`src/rtl/pu_riscv_memory_queue.sv`:
```
// pu_riscv_memory_queue
//
// Memory stage between EX and WB. It holds up to DEPTH in-flight entries in a
// circular buffer, so EX can keep issuing while WB stalls. Each entry carries
// pc, instruction, exception vector, result and data-memory address.
//
// Ports
//   clk, rstn        core clock, asynchronous active-low reset
//   flush            pipeline flush; empties the queue and clears exc_pending
//   wb_stall         WB cannot take the head entry this cycle
//   ex_*, dmem_adr   incoming EX slot (ex_bubble=1 means the slot is empty)
//   ex_stall         queue full; EX must hold its entry
//   mem_*            head entry (registered state only, no path from EX inputs)
//   mem_count        number of valid entries
//   exc_pending      an excepting entry was accepted; younger entries are dropped
//
// When the queue is empty, mem_pc, mem_r and mem_memadr keep the last values
// shown on the outputs. mem_bubble is 1, mem_instr is INSTR_NOP and
// mem_exception is 0.

module pu_riscv_memory_queue #(
  parameter int unsigned             XLEN           = 64,
  parameter int unsigned             ILEN           = 64,
  parameter int unsigned             EXCEPTION_SIZE = 16,
  parameter logic [XLEN-1:0]         PC_INIT        = 'h8000_0000,
  parameter int unsigned             DEPTH          = 4,
  parameter logic [ILEN-1:0]         INSTR_NOP      = 'h13
) (
  input  logic                         clk,
  input  logic                         rstn,
  input  logic                         flush,
  input  logic                         wb_stall,
  input  logic [XLEN-1:0]              ex_pc,
  input  logic [ILEN-1:0]              ex_instr,
  input  logic                         ex_bubble,
  input  logic [EXCEPTION_SIZE-1:0]    ex_exception,
  input  logic [XLEN-1:0]              ex_r,
  input  logic [XLEN-1:0]              dmem_adr,
  output logic                         ex_stall,
  output logic [XLEN-1:0]              mem_pc,
  output logic [ILEN-1:0]              mem_instr,
  output logic                         mem_bubble,
  output logic [EXCEPTION_SIZE-1:0]    mem_exception,
  output logic [XLEN-1:0]              mem_r,
  output logic [XLEN-1:0]              mem_memadr,
  output logic [$clog2(DEPTH+1)-1:0]   mem_count,
  output logic                         exc_pending
);

  localparam int unsigned PtrW = $clog2(DEPTH);
  localparam int unsigned CntW = $clog2(DEPTH+1);

  // Entry storage; only entries between rd_ptr and wr_ptr are ever read
  logic [XLEN-1:0]           pc_q   [DEPTH];
  logic [ILEN-1:0]           instr_q[DEPTH];
  logic [EXCEPTION_SIZE-1:0] exc_q  [DEPTH];
  logic [XLEN-1:0]           r_q    [DEPTH];
  logic [XLEN-1:0]           adr_q  [DEPTH];

  logic [PtrW-1:0] rd_ptr_q, rd_ptr_d;
  logic [PtrW-1:0] wr_ptr_q, wr_ptr_d;
  logic [CntW-1:0] count_q, count_d;
  logic            exc_pending_q, exc_pending_d;

  // Values shown while the queue is empty
  logic [XLEN-1:0] hold_pc_q, hold_r_q, hold_adr_q;

  logic full, empty, accept, push, pop;

  always_comb begin
    full   = (count_q == CntW'(DEPTH));
    empty  = (count_q == '0);
    accept = ~ex_bubble & ~full & ~flush;
    // While an exception is pending, accepted entries are silently discarded
    push   = accept & ~exc_pending_q;
    pop    = ~empty & ~wb_stall & ~flush;
  end

  always_comb begin
    rd_ptr_d      = rd_ptr_q;
    wr_ptr_d      = wr_ptr_q;
    count_d       = count_q;
    exc_pending_d = exc_pending_q;

    if (flush) begin
      rd_ptr_d      = '0;
      wr_ptr_d      = '0;
      count_d       = '0;
      exc_pending_d = 1'b0;
    end else begin
      if (push) wr_ptr_d = wr_ptr_q + PtrW'(1);
      if (pop)  rd_ptr_d = rd_ptr_q + PtrW'(1);
      unique case ({push, pop})
        2'b10:   count_d = count_q + CntW'(1);
        2'b01:   count_d = count_q - CntW'(1);
        default: count_d = count_q;
      endcase
      if (push && (|ex_exception)) exc_pending_d = 1'b1;
    end
  end

  always_ff @(posedge clk or negedge rstn) begin
    if (!rstn) begin
      rd_ptr_q      <= '0;
      wr_ptr_q      <= '0;
      count_q       <= '0;
      exc_pending_q <= 1'b0;
    end else begin
      rd_ptr_q      <= rd_ptr_d;
      wr_ptr_q      <= wr_ptr_d;
      count_q       <= count_d;
      exc_pending_q <= exc_pending_d;
    end
  end

  always_ff @(posedge clk) begin
    if (push) begin
      pc_q[wr_ptr_q]    <= ex_pc;
      instr_q[wr_ptr_q] <= ex_instr;
      exc_q[wr_ptr_q]   <= ex_exception;
      r_q[wr_ptr_q]     <= ex_r;
      adr_q[wr_ptr_q]   <= dmem_adr;
    end
  end

  // Track the visible head so the outputs hold their last value once the
  // queue drains, whether through pops or a flush.
  always_ff @(posedge clk or negedge rstn) begin
    if (!rstn) begin
      hold_pc_q  <= PC_INIT;
      hold_r_q   <= '0;
      hold_adr_q <= '0;
    end else if (!empty) begin
      hold_pc_q  <= pc_q[rd_ptr_q];
      hold_r_q   <= r_q[rd_ptr_q];
      hold_adr_q <= adr_q[rd_ptr_q];
    end
  end

  always_comb begin
    ex_stall    = full;
    mem_count   = count_q;
    exc_pending = exc_pending_q;
    if (empty) begin
      mem_pc        = hold_pc_q;
      mem_instr     = INSTR_NOP;
      mem_bubble    = 1'b1;
      mem_exception = '0;
      mem_r         = hold_r_q;
      mem_memadr    = hold_adr_q;
    end else begin
      mem_pc        = pc_q[rd_ptr_q];
      mem_instr     = instr_q[rd_ptr_q];
      mem_bubble    = 1'b0;
      mem_exception = exc_q[rd_ptr_q];
      mem_r         = r_q[rd_ptr_q];
      mem_memadr    = adr_q[rd_ptr_q];
    end
  end

endmodule

```
`config.mk`:
```
export PLATFORM = sky130hd
export DESIGN_NAME = pu_riscv_memory_queue
export DESIGN_NICKNAME = d
export VERILOG_FILES = /design/src/rtl/pu_riscv_memory_queue.sv
export SDC_FILE = /design/constraint.sdc
export NUM_CORES = 1
export LEC_CHECK = 0
export BUFFER_PORTS_ARGS = -buffer_cell sky130_fd_sc_hd__buf_2
export CORE_MARGIN = 1
export CORE_UTILIZATION = 50
export CTS_CLUSTER_DIAMETER = 200
export DETAILED_ROUTE_END_ITERATION = 6
export GPL_TIMING_DRIVEN = 0
export HOLD_SLACK_MARGIN = 0.05
export MAX_ROUTING_LAYER = met4
export PLACE_DENSITY = 0.84
export SLEW_MARGIN = 10
export SYNTH_ARGS = -nofsm -noshare
export SYNTH_HDL_FRONTEND = slang
export SYNTH_SLANG_ARGS = --single-unit
```
`constraint.sdc`:
```
create_clock -name clk -period 8 [get_ports clk]
set_clock_uncertainty 0.1 [all_clocks]
set_input_delay 1.6 -clock clk [delete_from_list [all_inputs] [get_ports clk]]
set_output_delay 1.6 -clock clk [all_outputs]
set_load 0.01 [all_outputs]
```
Word-level counts from Yosys, hierarchy flattened
Memory sizes are Yosys's and may differ from the RTL's. Index checks and enable logic that the tools add are counted.

$add $sub $neg: 4. Equal/unequal tests: 3. Mux-type cells: 16. Bitwise operators: 11. Reduce and logical (&&, ||, !) cells: 7.

Operator list (number): 64-bit two-way mux (4); 16-bit two-way mux (1); 16-bit OR reduction (1); 2-bit two-way mux (4); 1-bit inverter (6); 3-bit one-hot mux with 2 select lines (1); 2-bit nonzero test (3); 1-bit bitwise AND (5); 1-bit two-way mux (5); 2-bit by 1-bit adder with 2-bit output (second input constant) (2); 3-bit by 1-bit adder with 3-bit output (second input constant) (1); 3-bit == test (second input constant) (1); 3-bit logical NOT (1); 3-bit two-way mux (1); 3-bit nonzero test (1); 3-bit by 1-bit subtractor with 3-bit output (second input constant) (1); 2-bit by 1-bit == test with 1-bit output (second input constant) (1); 2-bit == test (second input constant) (1); 1-bit logical AND (1).

Bits in registers: 200. Memory bits (writable): 1088. Bits of input ports: 277. Output and inout port bits: 278. Logic and storage cells: 53. Memories kept: 5.

Memory list: adr_q (words 4, width 64, rd ports 1, clocked after memory_dff 0, wr ports 1, line 58) `logic [XLEN-1:0] adr_q [DEPTH];`; instr_q (words 4, width 64, rd ports 1, clocked after memory_dff 0, wr ports 1, line 55) `logic [ILEN-1:0] instr_q[DEPTH];`; pc_q (words 4, width 64, rd ports 1, clocked after memory_dff 0, wr ports 1, line 54) `logic [XLEN-1:0] pc_q [DEPTH];`; r_q (words 4, width 64, rd ports 1, clocked after memory_dff 0, wr ports 1, line 57) `logic [XLEN-1:0] r_q [DEPTH];`; exc_q (words 4, width 16, rd ports 1, clocked after memory_dff 0, wr ports 1, line 56) `logic [EXCEPTION_SIZE-1:0] exc_q [DEPTH];`.

Depth between registers and ports, before layout
Word-level depth: 8. Gate-level depth with buffers: 9. Gate-level depth less buffers: 8.

Least setup slack after synthesis
Ideal clock, no wire load.

Path kind: input-to-reg. From: input ex_bubble. To: memory adr_q[0][0], enable pin. Library setup time: 0.669 ns. Data arrival time: 8.486 ns. Data required time: 7.231 ns. Path slack: -1.255 ns. Cell stages on the path: 4. Path buffers: 1. Cell sequence: or3_1 -> buf_2 -> nor2_1 -> and2_1.

Cells in the longest elaborated chain, start to end: 6.

RTL lines: start, declared (line 35) `input logic ex_bubble,`; 1-bit inverter (line 73) `accept = ~ex_bubble & ~full & ~flush;`; 1-bit bitwise AND (2 in series) (line 73); 1-bit bitwise AND (line 75) `push = accept & ~exc_pending_q;`; 1-bit two-way mux (line 117) `if (push) begin`; 1-bit two-way mux (implied by the code) (line 122) `adr_q[wr_ptr_q] <= dmem_adr;`; end, declared (line 58).

No other way between the ends.

Final worst setup path
From: register count_q[1], in the netlist mem_count[1]. To: output mem_memadr[40].

Cells in the longest elaborated chain, start to end: 2.

RTL lines: start, declared (line 62) `logic [CntW-1:0] count_q, count_d;`; start signal, assigned (line 111) `count_q <= count_d;`; 3-bit logical NOT (line 72) `empty = (count_q == '0);`; 64-bit two-way mux (line 144) `if (empty) begin`; end, declared (line 45) `output logic [XLEN-1:0] mem_memadr,`.

No other way between the ends.

==> impl_metrics.env <==
export IMPL_status="finished, final reports clean"
export IMPL_holdPathStages=1
export IMPL_multiInputGateArea_um2=9149
export IMPL_fin_area_um2=56680
export IMPL_hold_slack_ps=389.1
export IMPL_power_leakage_nw=19.58
export IMPL_synth_edf_count=1088
export IMPL_fin_crit_ps=5025
export IMPL_avgSynthCellArea_um2=24.02
export IMPL_ios=555
export IMPL_netlist_top_cells_count="edfxtp_1 (1088), mux4_2 (272), dfrtp_1 (199), mux2_2 (193), nor2b_1 (79)"
export IMPL_rrSetupSlack_ps=4490
export IMPL_io_buffers=554
export IMPL_critPathSlowestCell="nor3_2"
export IMPL_dp_hpwl_um=69130
export IMPL_row_count=112
export IMPL_fin_cells=4091
export IMPL_async_flop_share_pct=15.53
export IMPL_root_buffer="clkbuf_16"
export IMPL_drv_cap=0
export IMPL_worst_setup_path_start_kind="flop"
export IMPL_seq_area_frac_synth_pct=79.50
export IMPL_core_area_um2=93610
export IMPL_fin_crit_sh_pct=62.81
export IMPL_grt_max_degree=89
export IMPL_yosys_area_top_type="edfxtp_1"
export IMPL_fp_dieW_um=309.9
export IMPL_grt_usage_pct=23.27
export IMPL_postCtsResizedCells=0
export IMPL_overflow=0
export IMPL_cts_sinks=1288
export IMPL_arrival_ps=3320
export IMPL_crit_path_cell_trace="nor3_2 > buf_2 > buf_2 > mux2_2 > buf_2"
export IMPL_r2r_cells=8
export IMPL_hold_class="reg2reg"
export IMPL_worstHoldStart="hold_adr_q[20]"
export IMPL_clk_pin_slew_ps=60
export IMPL_hold_end="hold_adr_q[20]"
export IMPL_holdBufCountCts=0
export IMPL_worst_pin_slew_ps=1006
export IMPL_area_delta_synth_final_pct=19.60
export IMPL_synthTopCellsByArea="edfxtp_1 (69%), mux4_2 (13%), dfrtp_1 (11%)"
export IMPL_syn_area_um2=47390
export IMPL_drc_errors=0
export IMPL_syn_inst=1973
export IMPL_synth_top_area_share_pct=68.94
export IMPL_initial_core_util_pct=50.63
export IMPL_place_congestion=0.7977
export IMPL_regArea_um2=37680
export IMPL_wirelength_um=109300
export IMPL_syn_num_nets=2255
export IMPL_drt_pass1_iterations=5
export IMPL_ant_nets=0
export IMPL_yosys_warnings=0
export IMPL_synth_main_ff_cell="edfxtp_1"
export IMPL_critPathMaxStageDelay_ps=570
export IMPL_rr_startpoint="mem_count[2]"
export IMPL_r2r_end="r_q[1][56]"
export IMPL_fmax_ghz=0.1990
export IMPL_die_height_um=309.9
export IMPL_place_area_um2=52370
export IMPL_dp_cells=3804
export IMPL_grt_pass1_wl_um=156300
export IMPL_rsz0062_at_grt="no"
export IMPL_die_area_um2=96020
export IMPL_fill_cells=6273
export IMPL_drt_iter0_markers=1957
export IMPL_grt_pass1_vias=24811
export IMPL_path_class="reg2out"
export IMPL_p_per_area_nw_per_um2=365.6
export IMPL_setup_viol=0
export IMPL_yosysMostFrequentCell="edfxtp_1"
export IMPL_slew_headroom_pct=32.93
export IMPL_slew_viol_final=0
export IMPL_drive_gt1_share_pct=46.65
export IMPL_tns_ps=0
export IMPL_cts_tree="yes"
export IMPL_antenna_found_initial=43
export IMPL_worstSkewPairLatency_ps=720
export IMPL_crit_top_cell="buf_2"
export IMPL_post_cts_buffers=0
export IMPL_clk_path_buf_depth=3
export IMPL_synth_cell_type_count=33
export IMPL_post_drt_wl_per_cell_um=26.71
export IMPL_cp_end_kind="output port"
export IMPL_path_max_fanout=11
export IMPL_hold_viol=0
export IMPL_vias=23048
export IMPL_vias_per_cell=5.634
export IMPL_numCtsBuffers=130
export IMPL_nets=2964
export IMPL_crit_required_ps=6300
export IMPL_ir_worst_vdd_mv=0.2754
export IMPL_synth_seq_cells=1288
export IMPL_htree_levels=4
worst max path at each step:
stage                     depth (start not counted)          from  slack [ps]             end
final                                             5  mem_count[1]        2980  mem_memadr[40]
after global routing                              5  mem_count[1]        2760  mem_memadr[40]
after CTS                                         5  mem_count[1]        2770  mem_memadr[40]
after detailed placement                          8     ex_bubble        3290     pc_q[0][44]
after global placement                            5     ex_bubble        -840      r_q[1][60]
after floorplan                                   4     ex_bubble        1830     adr_q[0][0]
cell families (layout without fill, tap and decap cells):
family                   count (synthesis)  in the layout  synth area share [%]
adder cells (fa/ha/maj)                  5              5                0.1478
XOR/XNOR                                 4              4               0.08978
multiplexers                           468            468                 17.58
buffers and inverters                   95            909                 1.220
AO/OA/AOI/OAI                            2              2               0.02903
other                                    0             50                     0
flip-flops                            1288           1288                 79.50
AND/OR/NAND/NOR                        111            111                 1.431
registers in the layout, summed over array words and instances, names as in the netlist, 2 cells and up:
| signal | flops |
|---|---|
| mem_count | 3 |
| hold_pc_q | 64 |
| hold_r_q | 64 |
| exc_q | 64 |
| instr_q | 256 |
| hold_adr_q | 64 |
| rd_ptr_q | 2 |
| adr_q | 256 |
| pc_q | 256 |
| r_q | 256 |
| wr_ptr_q | 2 |
metal layers:
metal / vias up / part of all wire (%) / GRT usage, %
met1: 12138 / 36 / 26.20
met4: 0 / 3.7 / 10.48
met5: - / 0 / -
li1: 9642 / - / -
met2: 1023 / 52 / 38.37
met3: 245 / 8.3 / 6.961
layout by cell type, fill, tap and decap left out, types with 2 or more instances in the layout:
cell type	instances
edfxtp_1	1088
buf_2	580
mux4_2	272
dfrtp_1	199
mux2_2	193
clkbuf_16	134
nor2b_1	79
diode_2	50
clkbuf_1	50
buf_6	21
clkinv_2	20
buf_16	20
buf_1	18
clkbuf_8	15
clkinv_1	13
nor2_1	11
buf_4	8
clkinvlp_4	7
clkinv_8	5
bufinv_16	5
and2_4	4
nor4_1	4
ha_1	4
or2_1	3
xnor2_1	3
inv_6	3
buf_12	3
inv_1	2
nand2b_1	2
mux2i_1	2
clkinv_4	2
inv_16	2
final cells by class:
class / instances / area share, %
well taps: 1254 / 2.768
repair buffers: 577 / 5.986
inverters: 2 / 0.01324
clock inverters: 57 / 0.9116
diodes: 50 / 0.2207
clock buffers: 180 / 6.485
plain buffers: 93 / 1.007
flip-flops and latches: 1288 / 66.47
multi-input cells: 590 / 16.14
per-stage QoR:
stage / util (%) / power, W / worst slack, ps
after floorplan: - / 0.01236 / 1830
after global placement: 55.27 / 0.01472 / -844.4
after detailed placement: 55.94 / 0.01492 / 3291
after CTS: 60.42 / 0.02092 / 2769
after global routing: 60.53 / 0.02154 / 2760
final: 60.55 / 0.02073 / 2975
power by group:
group,total (W),internal [W],leakage [nW],switching [W]
clock network,0.00590,0.00340,2.04,0.00250
registers,0.00834,0.00812,12.2,0.000220
logic,0.00649,0.00291,5.35,0.00358
worst max-delay path: cells and delay by family (launching register included):
kind | cells | cell delay [ps]
multiplexers | 1 | 400
buffers and inverters | 3 | 1150
AND/OR/NAND/NOR | 1 | 570
flip-flops | 1 | 460
(Power assumes the default switching activity.)
